--- config.mk ---
export PLATFORM = sky130hd
export DESIGN_NAME = pixel_dispatcher
export DESIGN_NICKNAME = d
export VERILOG_FILES = /design/src/rtl/pixel_dispatcher.sv
export SDC_FILE = /design/constraint.sdc
export NUM_CORES = 1
export LEC_CHECK = 0
export CORE_MARGIN = 2
export CORE_UTILIZATION = 50
export DETAILED_ROUTE_END_ITERATION = 10
export PLACE_DENSITY = 0.81
export SETUP_SLACK_MARGIN = 0.5
export SLEW_MARGIN = 10
export SYNTH_ARGS = -nofsm -noshare
export SYNTH_HDL_FRONTEND = slang
export SYNTH_SLANG_ARGS = --single-unit
--- constraint.sdc ---
create_clock -name aclk -period 5.25 [get_ports aclk]
set_input_delay 0.525 -clock aclk [delete_from_list [all_inputs] [get_ports aclk]]
set_output_delay 0.525 -clock aclk [all_outputs]
set_load 0.1 [all_outputs]
--- src/rtl/pixel_dispatcher.sv ---
// rtl/pixel_dispatcher.sv - raster walker, lane launcher and round-robin result collector
module pixel_dispatcher #(
    parameter int NUM_LANES = 4,
    parameter int COORD_W   = 12,
    parameter int ITER_W    = 24
) (
    input  logic                          aclk,
    input  logic                          aresetn,
    input  logic                          start,
    input  logic [COORD_W-1:0]            frame_width,
    input  logic [COORD_W-1:0]            frame_height,
    input  logic [ITER_W-1:0]             max_iterations_in,
    output logic                          busy,
    output logic                          frame_done,
    output logic [ITER_W-1:0]             max_iterations,
    output logic [NUM_LANES-1:0]          lane_clr,
    output logic [NUM_LANES*COORD_W-1:0]  lane_x,
    output logic [NUM_LANES*COORD_W-1:0]  lane_y,
    input  logic [NUM_LANES-1:0]          lane_done,
    input  logic [NUM_LANES*ITER_W-1:0]   lane_count,
    output logic                          m_valid,
    input  logic                          m_ready,
    output logic [COORD_W-1:0]            m_x,
    output logic [COORD_W-1:0]            m_y,
    output logic [ITER_W-1:0]             m_count
);
    localparam int LW = (NUM_LANES > 1) ? $clog2(NUM_LANES) : 1;

    typedef enum logic [1:0] {S_IDLE, S_RUN, S_DRAIN, S_DONE} state_t;
    typedef enum logic [1:0] {L_FREE, L_ARMED, L_BUSY, L_HOLD} lane_state_t;

    state_t             state;
    lane_state_t        lane_st [NUM_LANES];
    logic [LW-1:0]      rr;
    logic [COORD_W-1:0] width_q;
    logic [COORD_W-1:0] height_q;
    logic [COORD_W-1:0] pos_x;
    logic [COORD_W-1:0] pos_y;

    logic               free_found;
    logic [LW-1:0]      free_idx;
    logic               all_free;
    logic               grant_found;
    logic [LW-1:0]      grant_idx;
    logic               frame_zero;
    logic               launch;
    logic               last_pixel;
    logic               row_end;
    logic               out_load;
    logic [COORD_W-1:0] cur_x;
    logic [COORD_W-1:0] cur_y;
    logic [COORD_W-1:0] cur_w;
    logic [COORD_W-1:0] cur_h;

    // lowest-index free lane receives the next launch
    always_comb begin
        free_found = 1'b0;
        free_idx   = '0;
        all_free   = 1'b1;
        for (int i = NUM_LANES - 1; i >= 0; i--) begin
            if (lane_st[i] == L_FREE) begin
                free_found = 1'b1;
                free_idx   = LW'(i);
            end else begin
                all_free = 1'b0;
            end
        end
    end

    // round-robin pick among lanes holding a result, searching upward from rr
    always_comb begin
        int idx;
        idx         = 0;
        grant_found = 1'b0;
        grant_idx   = '0;
        for (int k = 0; k < NUM_LANES; k++) begin
            idx = int'(rr) + k;
            if (idx >= NUM_LANES) idx = idx - NUM_LANES;
            if (!grant_found && lane_st[idx] == L_HOLD) begin
                grant_found = 1'b1;
                grant_idx   = LW'(idx);
            end
        end
    end

    // launch decision; the accepting start edge already launches pixel (0,0) from the live inputs
    always_comb begin
        frame_zero = (frame_width == '0) || (frame_height == '0);
        cur_x      = (state == S_IDLE) ? '0 : pos_x;
        cur_y      = (state == S_IDLE) ? '0 : pos_y;
        cur_w      = (state == S_IDLE) ? frame_width : width_q;
        cur_h      = (state == S_IDLE) ? frame_height : height_q;
        launch     = free_found &&
                     ((state == S_RUN) || ((state == S_IDLE) && start && !frame_zero));
        row_end    = (cur_x == cur_w - COORD_W'(1));
        last_pixel = row_end && (cur_y == cur_h - COORD_W'(1));
        out_load   = !m_valid || m_ready;
    end

    // frame FSM, lane state machines, output register and launch registers
    always_ff @(posedge aclk) begin
        if (!aresetn) begin
            state          <= S_IDLE;
            busy           <= 1'b0;
            frame_done     <= 1'b0;
            max_iterations <= '0;
            lane_clr       <= '0;
            lane_x         <= '0;
            lane_y         <= '0;
            m_valid        <= 1'b0;
            m_x            <= '0;
            m_y            <= '0;
            m_count        <= '0;
            rr             <= '0;
            width_q        <= '0;
            height_q       <= '0;
            pos_x          <= '0;
            pos_y          <= '0;
            for (int i = 0; i < NUM_LANES; i++) lane_st[i] <= L_FREE;
        end else begin
            lane_clr   <= '0;
            frame_done <= 1'b0;

            // ARMED ignores lane_done while the lane's old done level clears
            for (int i = 0; i < NUM_LANES; i++) begin
                case (lane_st[i])
                    L_ARMED: lane_st[i] <= L_BUSY;
                    L_BUSY:  if (lane_done[i]) lane_st[i] <= L_HOLD;
                    default: ;
                endcase
            end

            if (out_load) begin
                m_valid <= grant_found;
                if (grant_found) begin
                    m_x                <= lane_x[grant_idx*COORD_W +: COORD_W];
                    m_y                <= lane_y[grant_idx*COORD_W +: COORD_W];
                    m_count            <= lane_count[grant_idx*ITER_W +: ITER_W];
                    lane_st[grant_idx] <= L_FREE;
                    rr <= (int'(grant_idx) == NUM_LANES - 1) ? '0 : grant_idx + LW'(1);
                end
            end

            case (state)
                S_IDLE: if (start) begin
                    width_q        <= frame_width;
                    height_q       <= frame_height;
                    max_iterations <= max_iterations_in;
                    busy           <= 1'b1;
                    pos_x          <= '0;
                    pos_y          <= '0;
                    if (frame_zero) begin
                        state      <= S_DONE;
                        frame_done <= 1'b1;
                    end else if (launch && last_pixel) begin
                        state <= S_DRAIN;
                    end else begin
                        state <= S_RUN;
                    end
                end
                S_RUN: if (launch && last_pixel) state <= S_DRAIN;
                S_DRAIN: if (all_free && !m_valid) begin
                    state      <= S_DONE;
                    frame_done <= 1'b1;
                end
                S_DONE: begin
                    state <= S_IDLE;
                    busy  <= 1'b0;
                end
                default: state <= S_IDLE;
            endcase

            if (launch) begin
                lane_st[free_idx]                      <= L_ARMED;
                lane_clr[free_idx]                     <= 1'b1;
                lane_x[free_idx*COORD_W +: COORD_W]    <= cur_x;
                lane_y[free_idx*COORD_W +: COORD_W]    <= cur_y;
                if (row_end) begin
                    pos_x <= '0;
                    pos_y <= cur_y + COORD_W'(1);
                end else begin
                    pos_x <= cur_x + COORD_W'(1);
                    pos_y <= cur_y;
                end
            end
        end
    end
endmodule

==> out/metrics.yaml <==
netlist-cell-type-count: 79
place_ws_ns: 1.35
antenna_found_initial: 1
synthToLayoutAreaGrowth_pct: 31.9
dieArea_sq_um: 27200
hold_slack_ns: 0.461
start_util_pct: 51.2
dr.pass1.iters: 6
slew_headroom_pct: 24.6
routedWlPerCell_microns: 19.8
final_cells: 2320
drive_gt1_share_pct: 4.57
drt_iter0_drc: 1189
portBuffers: 326
fmax_mhz: 251
cts_tree: "built"
cts_buffers: 26
cts_hold_buf: 0
finalMaxSlewViolations: 0
cts.sinks: 237
nFillCells: 2153
tightest_slew_ns: 1.13
place.gp.congestion: 0.936
fin_area_sq_um: 17100
track_usage_pct: 32.0
grt.overflow.total: 0
tns_ns: 0
cts_resized: 0
critical_path_class: "flip-flop to flip-flop"
clock_latency_ns: 0.55
wl_mm: 46.0
clk_pin_slew_worst_paths_ns: 0.06
io_pins: 327
worstPathArrival_ns: 4.41
cp_data_required_time_ns: 5.68
setup_violations: 0
synth_edf_count: 0
antenna_left: 0
pwr_density_cell_nw_per_um2: 385
synth_ff_type: "dfxtp_1"
n_antenna_cell: 0
cpMaxStageDelayCell: "o211ai_1"
hold_class: "flip-flop to flip-flop"
cts_max_level: 1
cellLeakagePower_nw: 6.11
core_area_sq_um: 25300
placed_cell_area_sq_um: 16200
end_kind: "flip-flop"
synth_seq_cells: 237
num-nets-final: 2145
drc: 0
crit_family: "compound AO/OA/AOI/OAI gates"
synthesis.area_sq_um: 13000
worst_path_largest_cell_delay_ns: 0.80
clock_path_buffers: 3
yosysSeqAreaShare_pct: 36.6
dieHeight_microns: 165
outcome: "finished clean"
dp_cells: 2275
post_cts.repair.setup_buffers: 0
ir_drop_uv: 245
fp-row-count: 58
syn_area_per_cell_sq_um: 7.44
dp_hpwl_mm: 32.7
power_mw: 6.59
final_hold_viol_count: 0
cp-start-kind: "flip-flop"
synthesis.nets: 1915
cp_max_fo: 26
synthCells: 1743
grt_pass1_vias: 12500
fin_util_pct: 67.6
rsz0062_at_grt: "false"
path_buf_inv: 2
yosys_warnings: 0
grt_max_degree: 119
clock_skew_ns: 0.0342
avgViaCountPerCell: 5.79
finalCritPeriodShare_pct: 75.8
setup_slack_ns: 1.27
die_w_microns: 165
crit_chain: "inv_1 > ha_2 > buf_4 > mux2i_1 > ha_1 > xnor2_1 > o41ai_1 > nand3_2 > o211ai_1 > o21ai_0 > a21o_1"
grt_pass1_wl_mm: 68.7
root_buffer: "clkbuf_16"
min_period_ns: 3.98
async_reset_ff_share_pct: 0
dr_total_vias: 13400
cap_violations: 0
## metal layers
layer	vias up	part of all wire [%]	GRT usage (%)
met5	-	0.028	0
met4	2	3.9	12.1
met3	115	11	9.44
met2	639	47	55.2
met1	6239	37	37.4
li1	6443	-	-
## worst register-to-register path, stage by stage (launching register included)
cell	delay [ns]
dfxtp_1	0.34
inv_1	0.11
ha_2	0.42
buf_4	0.35
mux2i_1	0.27
ha_1	0.28
xnor2_1	0.13
o41ai_1	0.42
nand3_2	0.28
o211ai_1	0.80
o21ai_0	0.24
a21o_1	0.22
## cell usage in the layout (no fill, tap or decap), types with 4 or more instances in the layout
cell / instances
o22ai_1: 4
o21ai_0: 56
nor3_1: 63
nor4b_1: 18
nand4_1: 30
mux2i_1: 25
nand2_1: 505
xnor2_1: 17
xor2_1: 19
and2_1: 35
nor3b_1: 13
o31ai_1: 6
a21oi_1: 65
nor4_1: 14
clkbuf_16: 26
clkdlybuf4s50_1: 325
a21boi_1: 6
inv_1: 15
nor2_1: 37
clkbuf_1: 4
a31oi_1: 4
a22o_1: 4
or3_1: 5
a21boi_0: 110
nor2b_1: 60
ha_1: 19
clkbuf_8: 9
clkinv_2: 4
nand3_1: 76
and3_1: 10
o211ai_1: 52
o21bai_1: 5
buf_4: 21
a21o_1: 10
o21ai_1: 7
dfxtp_1: 237
## registers in the layout, summed over array words and instances, names as in the netlist, named ones only
register and flops:
busy 1, frame_done 1, height_q 12, lane_clr 4, lane_st 8, lane_x 48, lane_y 48, m_count 24
m_valid 1, m_x 12, m_y 12, max_iterations 24, pos_x 12, pos_y 12, rr 2, state 2
width_q 12
## path summary, 6_finish.rpt
path	from	to	slack, ns	cells past startpoint
worst max-delay path	state[1]	pos_x[6]	1.27	11
worst min-delay path	max_iterations[10]	max_iterations[10]	0.46	2
worst max register to register	state[1]	pos_x[6]	1.27	11
worst min register to register	max_iterations[10]	max_iterations[10]	0.46	2
## synth_stat cells, drive strengths merged (13+ instances only)
library cell / instances / area, sq um
nand3: 77 / 390
nand2: 505 / 1900
xor2: 19 / 166
nor4b: 18 / 158
nor2: 38 / 143
o21ai: 63 / 315
ha: 20 / 250
clkbuf: 109 / 410
inv: 17 / 63.8
nor2b: 62 / 395
nor3: 65 / 335
nor4: 16 / 121
a21boi: 116 / 871
dfxtp: 237 / 4740
a21oi: 65 / 325
and2: 36 / 225
o211ai: 53 / 403
xnor2: 17 / 149
buf: 35 / 185
nand4: 30 / 188
nor3b: 13 / 97.6
mux2i: 25 / 250
## final cells by class
type	count	area (sq um)	share of cell area [%]
multi-input cells	1344	7590	44.4
flip-flops and latches	237	4740	27.7
repair buffers	346	3410	19.9
clock buffers	39	790	4.61
well taps	330	413	2.41
clock inverters	6	91.3	0.534
inverters	18	68.8	0.402
## where the power goes
| part | total [mW] | switching [mW] | leakage, nW | internal, mW |
|---|---|---|---|---|
| clock network | 1.88 | 0.748 | 0.437 | 1.13 |
| registers | 2.03 | 0.114 | 1.92 | 1.92 |
| logic | 2.68 | 1.91 | 3.75 | 0.775 |
## kinds of logic after synthesis
logic type / count (synthesis) / share of synthesized area, %
buffers and inverters: 162 / 5.12
xor gates and xnor gates: 37 / 2.61
AOI/OAI and AO/OA: 370 / 19.5
muxes: 27 / 2.19
and+or+nand+nor: 890 / 32.0
DFF: 237 / 36.6
adders and majority gates: 20 / 1.93
No activity file was read; power rests on OpenSTA's default activity.
